**src/rtl/gbt_link_sequencer.sv**
```systemverilog
// gbt_link_sequencer: brings up the SFP/GBT link and supervises it while up.
// It enables the SFP transmitter, holds the GBT core in reset until the optical
// signal is present, then waits for tx/rx/link ready with a timeout. Loss of
// signal or a ready drop while up re-runs the bring-up, with bounded retries
// before lockout.
//
//   state   | code | meaning
//   --------+------+---------------------------------------------------------
//   OFF     |  0   | transmitter off, core in reset, retry count cleared
//   TXEN    |  1   | transmitter on, core in reset, fixed settle dwell
//   WAITLOS |  2   | waiting for the synchronised LOS to go low
//   WAITRDY |  3   | core released, waiting for all ready flags (timeout)
//   UP      |  4   | link up, watching ready flags and debounced LOS
//   FAIL    |  5   | one-cycle failure bookkeeping, then retry or lockout
//   LOCKOUT |  6   | too many failures; only dropping enable leaves

package gbt_link_sequencer_pkg;
    typedef struct packed {
        logic clk;
        logic reset;
    } ckrs_t;
endpackage

module gbt_link_sequencer
    import gbt_link_sequencer_pkg::*;
#(
    parameter int unsigned g_TxEnWait     = 1024,
    parameter int unsigned g_ReadyTimeout = 1_200_000,
    parameter int unsigned g_LosDebounce  = 64,
    parameter int unsigned g_MaxRetries   = 8,
    parameter logic        g_RateSelect   = 1'b1
) (
    input  ckrs_t      ClkRs_ix,
    input  logic       enable_i,
    input  logic       force_reset_i,
    input  logic       sfp_los_i,
    input  logic       tx_ready_i,
    input  logic       rx_ready_i,
    input  logic       link_ready_i,
    output logic       sfp_txdisable_o,
    output logic       sfp_rateselect_o,
    output logic       gbt_reset_o,
    output logic       link_up_o,
    output logic       error_o,
    output logic [2:0] state_ob3,
    output logic [7:0] retry_count_ob8
);

    typedef enum logic [2:0] {
        ST_OFF     = 3'd0,
        ST_TXEN    = 3'd1,
        ST_WAITLOS = 3'd2,
        ST_WAITRDY = 3'd3,
        ST_UP      = 3'd4,
        ST_FAIL    = 3'd5,
        ST_LOCKOUT = 3'd6
    } state_t;

    localparam int TX_W  = $clog2(g_TxEnWait) + 1;
    localparam int RDY_W = $clog2(g_ReadyTimeout) + 1;
    localparam int LOS_W = $clog2(g_LosDebounce) + 1;

    // Down-counters load "dwell - 1" on entry so terminal count is zero.
    localparam logic [TX_W-1:0]  TX_LOAD  = TX_W'(g_TxEnWait - 1);
    localparam logic [RDY_W-1:0] RDY_LOAD = RDY_W'(g_ReadyTimeout - 1);
    localparam logic [LOS_W-1:0] LOS_LOAD = LOS_W'(g_LosDebounce - 1);

    state_t           state_q, state_d;
    logic             los_meta_q, los_s_q;
    logic [TX_W-1:0]  tx_cnt_q, tx_cnt_d;
    logic [RDY_W-1:0] rdy_cnt_q, rdy_cnt_d;
    logic [LOS_W-1:0] los_cnt_q, los_cnt_d;
    logic [7:0]       retry_q, retry_d;
    logic             txdisable_q, txdisable_d;
    logic             gbt_reset_q, gbt_reset_d;
    logic             link_up_q, link_up_d;
    logic             error_q, error_d;
    logic             restart;
    logic             entering;
    logic             all_ready;
    logic             retry_allowed;

    assign all_ready     = tx_ready_i & rx_ready_i & link_ready_i;
    // retry_q already holds the incremented count while in FAIL.
    assign retry_allowed = (g_MaxRetries == 0) || ({24'd0, retry_q} < g_MaxRetries);

    // Two-flop synchroniser for the asynchronous LOS pin; resets to "signal lost".
    always_ff @(posedge ClkRs_ix.clk) begin
        if (ClkRs_ix.reset) begin
            los_meta_q <= 1'b1;
            los_s_q    <= 1'b1;
        end else begin
            los_meta_q <= sfp_los_i;
            los_s_q    <= los_meta_q;
        end
    end

    // Next-state decision: disable beats forced restart beats normal flow.
    always_comb begin
        state_d = state_q;
        restart = 1'b0;
        if (!enable_i) begin
            state_d = ST_OFF;
        end else if (force_reset_i && (state_q != ST_OFF) && (state_q != ST_LOCKOUT)) begin
            state_d = ST_TXEN;
            restart = 1'b1;
        end else begin
            case (state_q)
                ST_OFF:     state_d = ST_TXEN;
                ST_TXEN:    if (tx_cnt_q == '0) state_d = ST_WAITLOS;
                ST_WAITLOS: if (!los_s_q) state_d = ST_WAITRDY;
                ST_WAITRDY: begin
                    if (all_ready)
                        state_d = ST_UP;
                    else if (rdy_cnt_q == '0)
                        state_d = ST_FAIL;
                end
                ST_UP: begin
                    if (!all_ready)
                        state_d = ST_FAIL;
                    else if (los_s_q && (los_cnt_q == '0))
                        state_d = ST_FAIL;
                end
                ST_FAIL:    state_d = retry_allowed ? ST_TXEN : ST_LOCKOUT;
                ST_LOCKOUT: state_d = ST_LOCKOUT;
                default:    state_d = ST_OFF;
            endcase
        end
    end

    // Counter, retry and output values for the state being entered.
    always_comb begin
        entering    = restart || (state_d != state_q);
        tx_cnt_d    = tx_cnt_q;
        rdy_cnt_d   = rdy_cnt_q;
        los_cnt_d   = los_cnt_q;
        retry_d     = retry_q;
        txdisable_d = 1'b1;
        gbt_reset_d = 1'b1;
        link_up_d   = 1'b0;
        error_d     = 1'b0;

        if (entering && (state_d == ST_TXEN))
            tx_cnt_d = TX_LOAD;
        else if ((state_q == ST_TXEN) && (tx_cnt_q != '0))
            tx_cnt_d = tx_cnt_q - TX_W'(1);

        if (entering && (state_d == ST_WAITRDY))
            rdy_cnt_d = RDY_LOAD;
        else if ((state_q == ST_WAITRDY) && (rdy_cnt_q != '0))
            rdy_cnt_d = rdy_cnt_q - RDY_W'(1);

        // Debounce run restarts on any low LOS sample.
        if (entering && (state_d == ST_UP))
            los_cnt_d = LOS_LOAD;
        else if (state_q == ST_UP) begin
            if (!los_s_q)
                los_cnt_d = LOS_LOAD;
            else if (los_cnt_q != '0)
                los_cnt_d = los_cnt_q - LOS_W'(1);
        end

        // The count is visible as incremented during the FAIL cycle itself.
        if (state_d == ST_OFF)
            retry_d = 8'd0;
        else if (entering && (state_d == ST_FAIL) && (retry_q != 8'hFF))
            retry_d = retry_q + 8'd1;

        case (state_d)
            ST_TXEN, ST_WAITLOS, ST_FAIL: txdisable_d = 1'b0;
            ST_WAITRDY: begin
                txdisable_d = 1'b0;
                gbt_reset_d = 1'b0;
            end
            ST_UP: begin
                txdisable_d = 1'b0;
                gbt_reset_d = 1'b0;
                link_up_d   = 1'b1;
            end
            ST_LOCKOUT: error_d = 1'b1;
            default: ;
        endcase
    end

    // State, counters and registered Moore outputs.
    always_ff @(posedge ClkRs_ix.clk) begin
        if (ClkRs_ix.reset) begin
            state_q     <= ST_OFF;
            tx_cnt_q    <= TX_LOAD;
            rdy_cnt_q   <= RDY_LOAD;
            los_cnt_q   <= LOS_LOAD;
            retry_q     <= 8'd0;
            txdisable_q <= 1'b1;
            gbt_reset_q <= 1'b1;
            link_up_q   <= 1'b0;
            error_q     <= 1'b0;
        end else begin
            state_q     <= state_d;
            tx_cnt_q    <= tx_cnt_d;
            rdy_cnt_q   <= rdy_cnt_d;
            los_cnt_q   <= los_cnt_d;
            retry_q     <= retry_d;
            txdisable_q <= txdisable_d;
            gbt_reset_q <= gbt_reset_d;
            link_up_q   <= link_up_d;
            error_q     <= error_d;
        end
    end

    assign sfp_txdisable_o  = txdisable_q;
    assign sfp_rateselect_o = g_RateSelect;
    assign gbt_reset_o      = gbt_reset_q;
    assign link_up_o        = link_up_q;
    assign error_o          = error_q;
    assign state_ob3        = state_q;
    assign retry_count_ob8  = retry_q;

endmodule

```
**config.mk**
```make
export PLATFORM = sky130hd
export DESIGN_NAME = gbt_link_sequencer
export DESIGN_NICKNAME = d
export VERILOG_FILES = /design/src/rtl/gbt_link_sequencer.sv
export SDC_FILE = /design/constraint.sdc
export NUM_CORES = 1
export LEC_CHECK = 0
export CAP_MARGIN = 30
export CORE_MARGIN = 5
export CORE_UTILIZATION = 36
export CTS_BUF_LIST = sky130_fd_sc_hd__clkbuf_4 sky130_fd_sc_hd__clkbuf_8
export CTS_CLUSTER_DIAMETER = 60
export DETAILED_ROUTE_END_ITERATION = 10
export GPL_ROUTABILITY_DRIVEN = 0
export PLACE_DENSITY = 0.63
export SETUP_SLACK_MARGIN = 0.1
export SLEW_MARGIN = 0
export SYNTH_ARGS = -nofsm -noshare
export SYNTH_HDL_FRONTEND = slang
export SYNTH_SLANG_ARGS = --single-unit
```
**constraint.sdc**
```tcl
create_clock -name ClkRs_ix -period 3.42 [get_ports ClkRs_ix]
set_input_delay 1.026 -clock ClkRs_ix [delete_from_list [all_inputs] [get_ports ClkRs_ix]]
set_output_delay 1.026 -clock ClkRs_ix [all_outputs]
set_load 0.01 [all_outputs]
```
==> impl_metrics.tcl <==
set metrics [dict create \
    track_usage_pct 17.8 \
    die-area_sq_um 10300 \
    status "finished, final reports clean" \
    start_kind "input port" \
    power.share.sequential_pct 26.4 \
    reg2reg_slack_ns 0.45 \
    hold_path_end "link_up_o$_SDFF_PP0_" \
    grt_pass1_wl_mm 12.6 \
    gr-usage-met2_pct 18.2 \
    finClkSkew_ns 0.00957 \
    met1_usage_pct 16.6 \
    drive_gt1_share_pct 21.7 \
    initial_utilization_pct 36.8 \
    grt_max_degree 15 \
    via_count 2696 \
    core_area_sq_um 8180 \
    ys_seq_area_share_pct 37.9 \
    worstPathArrival_ns 3.43 \
    yosys-top-cells-count "dfxtp_1, nand2_1, nor2_1" \
    drv_cap 0 \
    hold_start "ClkRs_ix[0]" \
    nFillCells 758 \
    critPathRequiredTime_ns 3.65 \
    setup_viol 0 \
    yosys_warnings 0 \
    ys_top_cells_by_area "dfxtp_1, xor2_1, nand2_1, xnor2_1, nor2_1" \
    synth-edff-count 0 \
    internal-power_w 0.00195 \
    async_flop_share_pct 0 \
    grt_remaining_overflow 0 \
    cts_resized 0 \
    die_w_um 101 \
    clkPwrFrac_pct 66.8 \
    rows 33 \
    drc 0 \
    die_y_um 101 \
    r2r-start "tx_cnt_q[0]$_SDFFE_PP1P_" \
    cts_tree "done" \
    synth_top_area_share_pct 37.9 \
    p_leak_nw 1.51 \
    busiest_layer "met4" \
    cp_max_fo 8 \
    antenna_cells 0 \
    top_level_ports 24 \
    worstHoldPathType "clock port to flop" \
    ir_drop_mv 0.310 \
    combPwrFrac_pct 6.8 \
    rsz0062_at_grt "no" \
    synthFlopType "dfxtp_1" \
    worstMarginPinSlew_ns 0.737 \
    post_synth.cell_area_avg_sq_um 8.82 \
    area_delta_synth_final_pct 35.1 \
    drt-total-wl_mm 7.05 \
    fin_nets 418 \
    dp_hpwl_mm 4.48 \
    synth_top_area_cell "dfxtp_1" \
    min_period_ns 3.20 \
    antenna_found_initial 0 \
    grt_util_met3_pct 16.5 \
    dp_slack_ns 0.0601 \
    postRouteAntennaNets 0 \
    cts_setup_buffers 0 \
    clk_latency_ns 0.34 \
    cts_hold_buf 0 \
    crit_type "input port to flop" \
    crit-reg2reg-capture "rdy_cnt_q[21]$_SDFFE_PP0P_" \
    cellPowerDensity_nw_per_um2 676 \
    dp.cells 467 \
    switching_share_pct 28.9 \
    slew_violations 0 \
    r2r_cells 11 \
    postPlaceCellArea_sq_um 3360 \
    io_buffers 21 \
    setup_tns_ns 0 \
    syn-cell-area_sq_um 3010 \
    firstDrtPassIters 5 \
    fin_cells 520 \
    report.final.hold_viol_count 0 \
    slew_headroom_pct 50.4 \
    syn_nets 356 \
    vias_per_cell 5.18 \
    ys_seq_elements 57 \
    fin_ws_ns 0.224 \
    end_kind "flop" \
    switchingPower_w 0.000795 \
    yosysMostFrequentCell "dfxtp_1" \
    grt_pass1_vias 3190 \
    max_freq_ghz 0.313 \
    design_area_sq_um 4060 \
    avgRoutedWirePerCell_um 13.5 \
    yosysUniqueCellTypes 61 \
    holdWs_ns 0.00335 \
    holdPathStages 3 \
    clkTransAtPathRegs_ns 0.07 \
    synth_cells 341 \
    period_share_pct 93.5 \
    drt_iter0_markers 160 \
]
worst max-delay path by stage:
stage	from	endpoint	slack, ns	depth (start not counted)
after floorplan	tx_ready_i	rdy_cnt_q[5]$_SDFFE_PP1P_	0.60	8
after global placement	link_ready_i	rdy_cnt_q[21]$_SDFFE_PP0P_	0.1	8
after detailed placement	link_ready_i	rdy_cnt_q[21]$_SDFFE_PP0P_	0.06	8
after CTS	link_ready_i	rdy_cnt_q[21]$_SDFFE_PP0P_	0.25	10
after global routing	link_ready_i	rdy_cnt_q[21]$_SDFFE_PP0P_	0.11	10
final	link_ready_i	rdy_cnt_q[21]$_SDFFE_PP0P_	0.22	10
power by group through the flow:
stage / clock, W / combinational (W) / sequential (W)
global route: 0.00199 / 0.000202 / 0.000737
CTS: 0.00190 / 0.000186 / 0.000725
detailed placement: 0.000189 / 0.000185 / 0.000740
global placement: 0.000189 / 0.000183 / 0.000739
floorplan: 0.000265 / 0.000125 / 0.000729
finish: 0.00184 / 0.000186 / 0.000726
layer usage:
| layer | part of all wire (%) | routed length [um] |
|---|---|---|
| met3 | 7.8 | 548 |
| met1 | 45 | 3170 |
| met2 | 44 | 3080 |
| met4 | 3.5 | 248 |
| met5 | 0 | 0 |
logic make-up (layout without fill, tap and decap cells):
family | after synthesis | in the layout | share of synthesized area (%)
muxes | 2 | 2 | 0.665
xor gates and xnor gates | 36 | 36 | 10.5
buffers and inverters | 19 | 93 | 3.08
DFF | 57 | 57 | 37.9
other | 1 | 1 | 0.125
and+or+nand+nor | 169 | 169 | 31.6
adders and majority gates | 7 | 7 | 2.91
AOI/OAI and AO/OA | 50 | 50 | 13.3
flip-flops by register name, summed over array words and instances (netlist names), 3 cells and up:
name,flops
rdy_cnt_q,22
state_ob3,3
retry_count_ob8,8
los_cnt_q,7
tx_cnt_q,11
worst max-delay path, cell delays in order:
cell,delay (ns)
clkdlybuf4s50_1,0.45
nand3_1,0.21
a32oi_1,0.30
and3_1,0.19
a222oi_1,0.11
a2111oi_2,0.59
nor2_2,0.07
clkbuf_8,0.16
clkbuf_8,0.16
and2_1,0.16
cell usage in the layout (no fill, tap or decap), drive strengths merged, types with 8 or more instances in the layout:
cell type       n
clkbuf         45
clkdlybuf4s50  21
xor2           22
nor3            8
or3            11
nand4           8
buf             8
nand2          52
dfxtp          57
o21ai          10
nor4           13
inv            12
nor2           31
xnor2          14
a21oi          11
area by class of cell:
class | count | area [sq um] | share of cell area [%]
Sequential cell | 57 | 1140 | 28.1
Inverter | 11 | 41.3 | 1.02
Clock inverter | 8 | 116 | 2.86
Clock buffer | 45 | 588 | 14.5
Multi-Input combinational cell | 265 | 1780 | 43.7
Tap cell | 105 | 131 | 3.23
Timing Repair Buffer | 29 | 270 | 6.65
stage by stage:
| stage | total power, W | utilization, % |
|---|---|---|
| after detailed placement | 0.00111 | 41.1 |
| after floorplan | 0.00112 | - |
| final | 0.00275 | 49.7 |
| after global placement | 0.00111 | 41.1 |
| after global routing | 0.00293 | 49.7 |
| after CTS | 0.00281 | 49.7 |
Note: power is estimated with default switching activity, not from simulation.
